$ cat src/rtl/health_bar_if.sv
// Signal bundle between the HUD scan logic and the animated health bar.
// frame_clk is a level; its rising edge marks a new frame, and there is no valid/ready handshake anywhere on this bus.
interface health_bar_if #(
    parameter int VAL_W = 10,
    parameter int PIX_W = 9
);
    logic             frame_clk;
    logic [VAL_W-1:0] Player_Blood;
    logic [PIX_W-1:0] PixelX;
    logic [PIX_W-1:0] PixelY;
    logic             is_obj;
    logic [4:0]       Obj_Index;
    logic [VAL_W-1:0] dbg_shown;
    logic [VAL_W-1:0] dbg_trail;

    modport master (
        output frame_clk, Player_Blood, PixelX, PixelY,
        input  is_obj, Obj_Index, dbg_shown, dbg_trail
    );

    modport slave (
        input  frame_clk, Player_Blood, PixelX, PixelY,
        output is_obj, Obj_Index, dbg_shown, dbg_trail
    );
endinterface

$ cat src/rtl/health_bar_anim.sv
// Animated HUD health bar: current fill, delayed damage trail, and empty remainder inside a border.
// Health is latched once per frame; pixel output is registered with one clock of latency.
module health_bar_anim #(
    parameter int VAL_W        = 10,
    parameter int PIX_W        = 9,
    parameter int X_POS        = 80,
    parameter int Y_POS        = 5,
    parameter int BAR_HEIGHT   = 20,
    parameter int BORDER       = 1,
    parameter int MAX_VAL      = 400,
    parameter int SHIFT        = 1,
    parameter int DRAIN_RATE   = 2,
    parameter int HOLD_FRAMES  = 8,
    parameter int LOW_THRESH   = 80,
    parameter int FLASH_PERIOD = 16,
    parameter int COLOR_FULL   = 16,
    parameter int COLOR_LOW    = 17,
    parameter int COLOR_TRAIL  = 15,
    parameter int COLOR_EMPTY  = 2,
    parameter int COLOR_BORDER = 1
) (
    input logic        Clk,
    input logic        Reset,
    health_bar_if.slave bus
);
    localparam int IW = MAX_VAL >> SHIFT;
    localparam int CW = (PIX_W + 1 > VAL_W + 1) ? PIX_W + 1 : VAL_W + 1;
    localparam int HW = $clog2(HOLD_FRAMES + 2);
    localparam int FW = $clog2(FLASH_PERIOD + 1);

    localparam logic [CW-1:0] X_LO  = CW'(X_POS);
    localparam logic [CW-1:0] X_HI  = CW'(X_POS + IW + 2 * BORDER);
    localparam logic [CW-1:0] Y_LO  = CW'(Y_POS);
    localparam logic [CW-1:0] Y_HI  = CW'(Y_POS + BAR_HEIGHT + 2 * BORDER);
    localparam logic [CW-1:0] XI_LO = CW'(X_POS + BORDER);
    localparam logic [CW-1:0] XI_HI = CW'(X_POS + BORDER + IW);
    localparam logic [CW-1:0] YI_LO = CW'(Y_POS + BORDER);
    localparam logic [CW-1:0] YI_HI = CW'(Y_POS + BORDER + BAR_HEIGHT);

    localparam logic [VAL_W-1:0] MAX_V      = VAL_W'(MAX_VAL);
    localparam logic [VAL_W-1:0] LOW_V      = VAL_W'(LOW_THRESH);
    localparam logic [VAL_W:0]   DRAIN_V    = (VAL_W + 1)'(DRAIN_RATE);
    localparam logic [HW-1:0]    HOLD_V     = HW'(HOLD_FRAMES);
    localparam logic [FW-1:0]    FLASH_LAST = FW'(FLASH_PERIOD - 1);
    localparam logic [FW-1:0]    FLASH_HALF = FW'(FLASH_PERIOD / 2);

    logic             frame_prev_q;
    logic [VAL_W-1:0] shown_q, shown_d;
    logic [VAL_W-1:0] trail_q, trail_d;
    logic [HW-1:0]    hold_q, hold_d;
    logic [FW-1:0]    flash_q, flash_d;
    logic             is_obj_q, is_obj_d;
    logic [4:0]       idx_q, idx_d;

    logic             tick;
    logic [VAL_W-1:0] new_val;
    logic [VAL_W:0]   drain_floor;

    assign tick        = bus.frame_clk & ~frame_prev_q;
    assign new_val     = (bus.Player_Blood > MAX_V) ? MAX_V : bus.Player_Blood;
    // Draining below new+rate would overshoot, so it snaps to new instead.
    assign drain_floor = {1'b0, new_val} + DRAIN_V;

    always_comb begin
        shown_d = shown_q;
        trail_d = trail_q;
        hold_d  = hold_q;
        flash_d = flash_q;
        if (tick) begin
            if (new_val >= trail_q) begin
                trail_d = new_val;
                hold_d  = '0;
            end else if (new_val < shown_q) begin
                hold_d = HOLD_V;
            end else if (hold_q != '0) begin
                hold_d = hold_q - HW'(1);
            end else if ({1'b0, trail_q} < drain_floor) begin
                trail_d = new_val;
            end else begin
                trail_d = trail_q - DRAIN_V[VAL_W-1:0];
            end
            shown_d = new_val;
            flash_d = (flash_q == FLASH_LAST) ? '0 : flash_q + FW'(1);
        end
    end

    logic [CW-1:0] px, py, dx, shown_px, trail_px;
    logic          in_box, in_int, low, flash_on;
    logic [4:0]    fill_idx;

    assign px       = CW'(bus.PixelX);
    assign py       = CW'(bus.PixelY);
    assign dx       = px - XI_LO;
    assign shown_px = CW'(shown_q >> SHIFT);
    assign trail_px = CW'(trail_q >> SHIFT);
    assign in_box   = (px >= X_LO) && (px < X_HI) && (py >= Y_LO) && (py < Y_HI);
    assign in_int   = (px >= XI_LO) && (px < XI_HI) && (py >= YI_LO) && (py < YI_HI);
    assign low      = (shown_q <= LOW_V) && (shown_q != '0);
    assign flash_on = flash_q < FLASH_HALF;
    assign fill_idx = (low && flash_on) ? 5'(COLOR_LOW) : 5'(COLOR_FULL);

    always_comb begin
        is_obj_d = in_box;
        idx_d    = '0;
        if (in_box) begin
            if (!in_int)             idx_d = 5'(COLOR_BORDER);
            else if (dx < shown_px)  idx_d = fill_idx;
            else if (dx < trail_px)  idx_d = 5'(COLOR_TRAIL);
            else                     idx_d = 5'(COLOR_EMPTY);
        end
    end

    always_ff @(posedge Clk or posedge Reset) begin
        if (Reset) begin
            frame_prev_q <= 1'b0;
            shown_q      <= MAX_V;
            trail_q      <= MAX_V;
            hold_q       <= '0;
            flash_q      <= '0;
            is_obj_q     <= 1'b0;
            idx_q        <= '0;
        end else begin
            frame_prev_q <= bus.frame_clk;
            shown_q      <= shown_d;
            trail_q      <= trail_d;
            hold_q       <= hold_d;
            flash_q      <= flash_d;
            is_obj_q     <= is_obj_d;
            idx_q        <= idx_d;
        end
    end

    assign bus.is_obj    = is_obj_q;
    assign bus.Obj_Index = idx_q;
    assign bus.dbg_shown = shown_q;
    assign bus.dbg_trail = trail_q;
endmodule

$ cat src/flat_wrapper.sv
// flat-port wrapper written by rule: the top's interface ports become plain ports
module health_bar_anim_flat 
#(
    parameter int VAL_W        = 10,
    parameter int PIX_W        = 9,
    parameter int X_POS        = 80,
    parameter int Y_POS        = 5,
    parameter int BAR_HEIGHT   = 20,
    parameter int BORDER       = 1,
    parameter int MAX_VAL      = 400,
    parameter int SHIFT        = 1,
    parameter int DRAIN_RATE   = 2,
    parameter int HOLD_FRAMES  = 8,
    parameter int LOW_THRESH   = 80,
    parameter int FLASH_PERIOD = 16,
    parameter int COLOR_FULL   = 16,
    parameter int COLOR_LOW    = 17,
    parameter int COLOR_TRAIL  = 15,
    parameter int COLOR_EMPTY  = 2,
    parameter int COLOR_BORDER = 1
)
  (Clk, Reset, bus_frame_clk, bus_Player_Blood, bus_PixelX, bus_PixelY, bus_is_obj, bus_Obj_Index, bus_dbg_shown, bus_dbg_trail);
  health_bar_if #(.VAL_W(VAL_W), .PIX_W(PIX_W)) bus_i ();
  input logic Clk;
  input logic Reset;
  input wire logic [$bits(bus_i.frame_clk)-1:0] bus_frame_clk;
  input wire logic [$bits(bus_i.Player_Blood)-1:0] bus_Player_Blood;
  input wire logic [$bits(bus_i.PixelX)-1:0] bus_PixelX;
  input wire logic [$bits(bus_i.PixelY)-1:0] bus_PixelY;
  output wire logic [$bits(bus_i.is_obj)-1:0] bus_is_obj;
  output wire logic [$bits(bus_i.Obj_Index)-1:0] bus_Obj_Index;
  output wire logic [$bits(bus_i.dbg_shown)-1:0] bus_dbg_shown;
  output wire logic [$bits(bus_i.dbg_trail)-1:0] bus_dbg_trail;
  assign bus_i.frame_clk = bus_frame_clk;
  assign bus_i.Player_Blood = bus_Player_Blood;
  assign bus_i.PixelX = bus_PixelX;
  assign bus_i.PixelY = bus_PixelY;
  assign bus_is_obj = bus_i.is_obj;
  assign bus_Obj_Index = bus_i.Obj_Index;
  assign bus_dbg_shown = bus_i.dbg_shown;
  assign bus_dbg_trail = bus_i.dbg_trail;
  health_bar_anim #(.VAL_W(VAL_W), .PIX_W(PIX_W), .X_POS(X_POS), .Y_POS(Y_POS), .BAR_HEIGHT(BAR_HEIGHT), .BORDER(BORDER), .MAX_VAL(MAX_VAL), .SHIFT(SHIFT), .DRAIN_RATE(DRAIN_RATE), .HOLD_FRAMES(HOLD_FRAMES), .LOW_THRESH(LOW_THRESH), .FLASH_PERIOD(FLASH_PERIOD), .COLOR_FULL(COLOR_FULL), .COLOR_LOW(COLOR_LOW), .COLOR_TRAIL(COLOR_TRAIL), .COLOR_EMPTY(COLOR_EMPTY), .COLOR_BORDER(COLOR_BORDER)) u_core (.Clk(Clk), .Reset(Reset), .bus(bus_i));
endmodule
$ cat config.mk
export PLATFORM = sky130hd
export DESIGN_NAME = health_bar_anim_flat
export DESIGN_NICKNAME = d
export VERILOG_FILES = /design/src/rtl/health_bar_if.sv /design/src/rtl/health_bar_anim.sv /design/src/flat_wrapper.sv
export SDC_FILE = /design/constraint.sdc
export NUM_CORES = 1
export LEC_CHECK = 0
export CAP_MARGIN = 20
export CORE_MARGIN = 3
export CORE_UTILIZATION = 32
export CTS_CLUSTER_DIAMETER = 80
export DETAILED_ROUTE_END_ITERATION = 8
export MAX_ROUTING_LAYER = met4
export SLEW_MARGIN = 20
export SYNTH_ARGS = -nofsm -noshare
export SYNTH_HDL_FRONTEND = slang
export SYNTH_SLANG_ARGS = --single-unit
$ cat constraint.sdc
create_clock -name Clk -period 6.6 [get_ports Clk]
set_input_delay 1.32 -clock Clk [delete_from_list [all_inputs] [get_ports Clk]]
set_output_delay 1.32 -clock Clk [all_outputs]
set_load 0.005 [all_outputs]
-- Word level (Yosys, flattened, before mapping)
Cells that the tools add are included.
- flip-flop bits (word level): 36
- $add $sub $neg: 5
- order comparisons: 16
- equal/unequal tests: 3
- muxes and demuxes: 14
- bitwise logic cells: 2
- reductions and logical operators: 13
- operator list (operator ; number):
    $mux 10 ; 5
    $lt 11x9->1 ; 2
    $mux 5 ; 4
    $ge 9x3->1 const B ; 2
    $ge 9x7->1 const B ; 2
    $lt 9x5->1 const B ; 2
    $lt 9x9->1 const B ; 2
    $mux 4 ; 4
    $add 10x2->11 const B ; 1
    $lt 10x11->1 ; 1
    $ge 10x10->1 ; 1
    $gt 10x9->1 const B ; 1
    $le 10x7->1 const B ; 1
    $lt 10x10->1 ; 1
    $reduce_bool 10->1 ; 1
    $sub 10x2->10 const B ; 1
    $sub 9x7->10 const B ; 1
    $logic_and 1x1->1 ; 8
    $add 5x1->5 const B ; 1
    $eq 5x4->1 const B ; 1
    $lt 5x4->1 const B ; 1
    $ne 2x1->1 const B ; 2
    $reduce_bool 4->1 ; 1
    $sub 4x1->4 const B ; 1
    6 further kinds ; 6

-- Logic depth before layout (Yosys ltp)
Gate-level depths: netlist (run 1).
- depth in word-level cells: 8
- gate-level depth with buffers: 14
- mapped depth without buffers: 14

-- Least setup slack after synthesis (run 1)
Ideal clock, no wire load.
- path type: input to register
- from: input port bus_Player_Blood[5]
- to: register u_core.trail_q[9], in the netlist u_core.bus.dbg_trail[9]
- arrival: 3.886 ns
- data required time: 6.536 ns
- slack: 2.650 ns
- stages: 14
- path through: o311ai_4 and2_0 nand2_1 inv_1 and4_1 nand2_1 xor2_1 ha_1 o211ai_1 nor3b_1 o221ai_2 buf_6 nor4_1 a21o_1
- longest elaborated chain between the ends: 8
- elaborated cells between the ends (all ways): 13
- those cells by class: add/sub (1); order compare (4); eq/ne (2); mux (5); reduce/logical (1)
- RTL lines (item ; RTL line ; source):
    from (decl) ; flat_wrapper.sv:27 ; input wire logic [$bits(bus_i.Player_Blood)-1:0] bus_Player_Blood;
    $gt 10x9->1 * ; health_bar_anim.sv:60 ; assign new_val = (bus.Player_Blood > MAX_V) ? MAX_V : bus.Player_Blood;
    $mux 10 * ; health_bar_anim.sv:60 ;
    named net u_core.new_val[3] ; health_bar_anim.sv:56 ; logic [VAL_W-1:0] new_val;
    $add 10x2->11 ; health_bar_anim.sv:62 ; assign drain_floor = {1'b0, new_val} + DRAIN_V;
    $lt 10x11->1 ; health_bar_anim.sv:77 ; end else if ({1'b0, trail_q} < drain_floor) begin
    $mux 10 ; health_bar_anim.sv:77 ;
    $mux 10 ; health_bar_anim.sv:75 ; end else if (hold_q != '0) begin
    $mux 10 ; health_bar_anim.sv:73 ; end else if (new_val < shown_q) begin
    $mux 10 ; health_bar_anim.sv:70 ; if (new_val >= trail_q) begin
    to (signal assigned) ; health_bar_anim.sv:125 ; trail_q <= trail_d;
    to (decl) ; health_bar_anim.sv:49 ; logic [VAL_W-1:0] trail_q, trail_d;
Mark *: on every way through the listed nets, which the timed path passes. The rest lies on a longest branch. The select of a mux whose other input is x is not followed.
A chain may end at the register's enable or synchronous reset.

-- Final worst setup path (run 1)
- from: input port bus_Player_Blood[4]
- to: register u_core.trail_q[6], in the netlist u_core.bus.dbg_trail[6]
Same word-level chain as after synthesis.

==> impl_metrics.yaml, run 1 <==
finish:
  syn_to_final_growth_pct: 24.89
  nets: 504
  final_cell_area_um2: 3974
  fillers: 979
  n_antenna_cell: 0
  drive_gt1_frac: 0.07075
  post-route-util: 0.4201
global_route:
  busiest_layer: "met2"
  grt_first_pass_wirelength_mm: 14.02
  overflow: 0
  grt_pass1_vias: 2767
  grt_use_met3: 0.02388
  grt_max_degree: 36
  grt_use_met2: 0.2509
  antenna_found_initial: 0
  grt_use_met1: 0.2187
  groute.usage.overall: 0.1583
timing:
  min_period_ps: 4878
  worst_hold_slack_ps: 507.8
  relSlewSlack: 0.5203
  skew_ps: 8.307
  slew_violations: 0
  setup_tns_ps: 0
  setup_viol: 0
  min_period_over_period: 0.7391
  hold_viol: 0
  rsz0062_at_grt: "false"
  tightest_slew_ps: 710.6
  layout_setup_ws_ps: 1722
  fmax_mhz: 205.0
power:
  power_density_nw_per_um2: 266.5
  ir_worst_vdd_v: 0.0001423
  leakagePower_uw: 0.001732
job:
  maxCapViolCount: 0
synth:
  yosysSeqAreaShare: 0.2776
  synthFlopType: "dfrtp_1"
  ys_ff_latch: 35
  syn_inst: 364
  synth_area_per_cell_um2: 8.741
  ys_async_sr_fraction: 1.000
  ys.warnings.count: 0
  syn-cell-area_um2: 3182
  synth_edf_count: 0
  yosysUniqueCellTypes: 66
placement:
  post-place-ws_ps: 1456
  hpwl_mm: 6.890
  place.gp.congestion: 0.9305
  placed_area_um2: 3885
  io_buffers: 56
cts:
  path_clk_slew_ps: 80
  cts_resized: 0
  cts_inserted_buffers: 5
  htree_levels: 2
  cts_tree: "built"
  clockBufferDepth: 2
  post_cts_buffers: 0
  clock_latency_ps: 290
  numClockSinks: 35
  holdBufCountCts: 0
  clock-root-buffer: "clkbuf_8"
routing:
  ant_nets: 0
  initialDrtViolationCount: 222
  via_per_inst: 5.121
  route.vias.total: 2832
  drc: 0
  routed_wl_mm: 8.364
  drt_first_pass_iters: 4
  wire_per_inst_um: 15.12
floorplanning:
  core-area_um2: 9459
  die_height_um: 105.7
  fp-row-count: 35
  die-width_um: 105.7
  start_util: 0.3364
  ios: 57
  die_area_um2: 11180
critical_path:
  worstSetupStartpointType: "primary input"
  criticalPathCategory: "primary input to flip-flop"
  crit_fanout: 13
  reg2reg_depth: 9
  worstPathRequired_ps: 6810
  critPathMaxStageDelay_ps: 570
  crit_chain: "clkdlybuf4s50_1 > o311ai_4 > and2_0 > nand2_1 > inv_1 > and4_1 > a41oi_1 > ha_1 > a211o_1 > o221ai_2 > mux2_2 > o22ai_1"
  critPathSlowestCell: "o221ai_2"
  worstSetupEndpointType: "flip-flop"
  worst_ep_arrival_time_ps: 5090
min_path:
  whs_path_depth: 1
  min_path_type: "flip-flop to flip-flop"
status:
  status: "complete, no violations"
## logic make-up after synthesis
logic type | count (synthesis) | share of synthesized area
xor+xnor | 15 | 0.04129
mux | 8 | 0.02595
compound gates | 98 | 0.2218
fa+ha+maj | 50 | 0.1966
other cells | 2 | 0.002360
simple gates | 113 | 0.1801
flops | 35 | 0.2776
buf+inv | 43 | 0.05427
## report_power, final
group	total (µW)	switching, µW	internal, µW
Clock	155	81.4	73.4
Sequential	352	73.8	278
Combinational	552	294	258
Total	1060	449	610
## cell usage in the layout, fill, tap and decap left out, types with 3 or more instances in the layout
cell              n
a211oi_1          5
a21o_1            3
a21oi_1          15
a21oi_2           3
and3_1            3
clkbuf_8          5
clkdlybuf4s50_1  56
conb_1            3
dfrtp_1          29
dfstp_2           6
ha_1             50
inv_1            36
mux2i_1           6
nand2_1          33
nand2b_1          6
nand3_1           6
nand4_1           6
nor2_1           22
nor2b_1           6
nor3_1           10
nor4_1            5
o211ai_1          3
o21a_1            5
o21ai_0          30
o22ai_1           3
or4_1             3
xnor2_1           8
xor2_1            7
## final cells by class
type	instances	area, µm²	share of cell area
clock inverter	3	20.02	0.005038
timing repair buffer	58	575.6	0.1448
sequential	35	883.3	0.2223
inverter	36	135.1	0.03401
clock buffer	5	68.82	0.01732
multi-input combinational	287	2130	0.5359
tap	129	161.4	0.04062
## path summary, 6_finish.rpt
kind | from | to | slack, ps
hold reg to reg | u_core.flash_q[2] | u_core.flash_q[2] | 510
hold / removal | u_core.flash_q[2] | u_core.flash_q[2] | 510
setup reg to reg | u_core.bus.dbg_trail[7] | u_core.bus.dbg_trail[1] | 3480
setup / recovery | bus_Player_Blood[4] | u_core.bus.dbg_trail[6] | 1720
min in group asynchronous | Reset | u_core.hold_q[0] | 1450
max in group asynchronous | Reset | u_core.bus.dbg_shown[4] | 4790
## per-layer routing
metal	wire length, µm	part of all wire	vias up
met2	3862	0.46	62
met1	4155	0.50	1322
li1	-	-	1446
met3	316	0.038	2
met5	0	0	-
met4	30	0.0036	0
## synth_stat cells (3+ instances only)
master,count,area share
or4_1,3,0.0071
and3_1,3,0.0059
dfstp_2,6,0.050
o211ai_1,3,0.0071
a21oi_2,3,0.0083
nor2b_1,6,0.012
nor3_1,10,0.016
a211oi_1,5,0.012
dfrtp_1,29,0.23
mux2i_1,6,0.019
o22ai_1,3,0.0059
o21a_1,5,0.012
a21o_1,3,0.0071
clkbuf_1,5,0.0059
nand3_1,6,0.0094
nand2_1,33,0.039
o21ai_0,30,0.047
nor2_1,22,0.026
xnor2_1,8,0.022
ha_1,50,0.20
nor4_1,5,0.0098
nand4_1,6,0.012
nand2b_1,6,0.012
xor2_1,7,0.019
inv_1,36,0.042
a21oi_1,15,0.024
## critical path, delay by kind of cell
kind / cells / cell delay [ps]
AOI/OAI and AO/OA: 5 / 1550
adders and majority gates: 1 / 330
and+or+nand+nor: 3 / 740
muxes: 1 / 410
buffers and inverters: 2 / 740
## metrics by stage
stage / cells / total power [µW]
after global routing: 553 / 1163
after CTS: 553 / 1070
after floorplan: 365 / 697.6
final: 553 / 1059
after global placement: 545 / 898.2
after detailed placement: 545 / 906.6
## flip-flops by register name (all words and copies together), names as in the netlist
name                  cells
u_core.bus.is_obj         1
u_core.bus.dbg_trail     10
u_core.flash_q            5
u_core.bus.dbg_shown     10
u_core.hold_q             4
u_core.bus.Obj_Index      4
u_core.frame_prev_q       1
Note: power is estimated with default switching activity, not from simulation.
==> run 2, diff against run 1 <==
==> constraint.sdc (replaced) <==
create_clock -name Clk -period 4.3 [get_ports Clk]
set_input_delay 0.86 -clock Clk [delete_from_list [all_inputs] [get_ports Clk]]
set_output_delay 0.86 -clock Clk [all_outputs]
set_load 0.005 [all_outputs]
==> impl_metrics.yaml, run 2 (same netlist as run 1, synthesis figures left out) <==
timing:
  skew_ps: 13.71
  setup_viol: 0
  relSlewSlack: 0.5151
  rsz0062_at_grt: "false"
  tightest_slew_ps: 718.2
  fmax_mhz: 250.2
  slew_violations: 0
  hold_viol: 0
  min_period_over_period: 0.9296
  setup_tns_ps: 0
  min_period_ps: 3997
cts:
  cts_resized: 0
  htree_levels: 2
  clockBufferDepth: 2
  holdBufCountCts: 0
  path_clk_slew_ps: 80
  cts_inserted_buffers: 5
  cts_tree: "built"
  clock_latency_ps: 300
  post_cts_buffers: 0
  clock-root-buffer: "clkbuf_8"
  numClockSinks: 35
critical_path:
  worstSetupEndpointType: "flip-flop"
  crit_fanout: 11
  worstPathRequired_ps: 4510
  criticalPathCategory: "primary input to flip-flop"
  worst_ep_arrival_time_ps: 4210
  critPathMaxStageDelay_ps: 510
  reg2reg_depth: 10
  crit_chain: "clkdlybuf4s50_1 > o311ai_4 > buf_4 > and3_1 > ha_1 > nand3_1 > xnor2_1 > ha_1 > nor4_1 > o21ai_0 > nor3b_1 > o221ai_2 > buf_4 > mux2i_1 > o32ai_1"
  r2r_slack_ps: 1330
  worstSetupStartpointType: "primary input"
  worst-path-buf-inv: 3
  crit_family: "compound AO/OA/AOI/OAI gates"
  critPathSlowestCell: "o221ai_2"
  cp.depth: 15
global_route:
  grt_first_pass_wirelength_mm: 14.36
  grt_pass1_vias: 2960
  grt_max_degree: 36
  groute.usage.overall: 0.1624
  overflow: 0
  antenna_found_initial: 0
floorplanning:
  die_height_um: 105.7
  die_area_um2: 11180
  fp-row-count: 35
  core-area_um2: 9459
  ios: 57
  die-width_um: 105.7
  start_util: 0.3364
power:
  power_density_nw_per_um2: 419.1
  leakagePower_uw: 0.001834
  pwr-share-seq: 0.316
  switching_power_uw: 713.7
  ir_worst_vdd_v: 0.0002096
  switching_share: 0.4121
  pwr-share-comb: 0.508
  clkPwrFrac: 0.176
  power.internal_uw: 1018
job:
  maxCapViolCount: 0
min_path:
  whs_path_depth: 1
  min_path_type: "flip-flop to flip-flop"
routing:
  drt_first_pass_iters: 4
  drc: 0
  initialDrtViolationCount: 120
  route.vias.total: 2921
  ant_nets: 0
  via_per_inst: 5.116
  routed_wl_mm: 8.463
  wire_per_inst_um: 14.82
finish:
  nets: 522
  most-common-layout-cells: "clkdlybuf4s50_1, ha_1, inv_1, nand2_1, o21ai_0"
  final_cell_area_um2: 4133
  fillers: 955
  n_antenna_cell: 0
  post-route-util: 0.4369
  multiInputGateArea_um2: 2130
  seq_area_um2: 883.3
  syn_to_final_growth_pct: 29.89
  drive_gt1_frac: 0.1086
  final_common_cell: "clkdlybuf4s50_1"
  fin_cells: 571
placement:
  hpwl_mm: 6.944
  placed_area_um2: 4020
  place.gp.congestion: 0.9350
  placed_cells: 563
  io_buffers: 56
status:
  status: "complete, no violations"
[run 2: cell count changes in the layout (fill, tap and decap cells not counted)]
cell	before	now
clkinv_4	0	1
buf_4	2	20
clkinvlp_4	2	0
bufinv_16	0	1
[run 2: area by class of cell]
type,count,share of cell area
Clock inverter,3,0.01060
Sequential cell,35,0.2137
Inverter,36,0.03270
Tap cell,129,0.03906
Timing Repair Buffer,76,0.1720
Clock buffer,5,0.01665
Multi-Input combinational cell,287,0.5153
[run 2: final timing paths]
| path | start | to |
|---|---|---|
| max | bus_Player_Blood[5] | u_core.bus.dbg_trail[8] |
| min | u_core.flash_q[2] | u_core.flash_q[2] |
| max reg2reg | u_core.bus.dbg_trail[7] | u_core.bus.dbg_trail[9] |
| min reg2reg | u_core.flash_q[2] | u_core.flash_q[2] |
| max in group asynchronous | Reset | u_core.bus.dbg_shown[4] |
| min in group asynchronous | Reset | u_core.bus.dbg_trail[9] |
[run 2: power groups by stage]
stage	clock, µW	combinational [µW]	sequential, µW
2_1_floorplan	0	555	516
3_3_place_gp	0	856	549
3_5_place_dp	0	874	553
4_1_cts	315	883	548
5_1_grt	328	1010	565
6_report	306	880	547
[run 2: through the flow]
| stage | hold slack (ps) | setup slack, ps | total power, µW |
|---|---|---|---|
| final | 504.9 | 302.7 | 1732 |
| after global routing | 539.2 | 103.0 | 1898 |
| after CTS | 507.1 | 336.8 | 1746 |
| after detailed placement | 490.7 | 23.87 | 1426 |
| after floorplan | 466.0 | 810.0 | 1071 |
| after global placement | 490.0 | 107.0 | 1405 |
[run 2: metal layers]
layer,global-route usage,vias to the layer above,share of wire
met5,-,-,0
met4,0.04070,0,0.014
met3,0.03062,10,0.032
met2,0.2550,54,0.46
met1,0.2164,1376,0.49
li1,-,1481,-
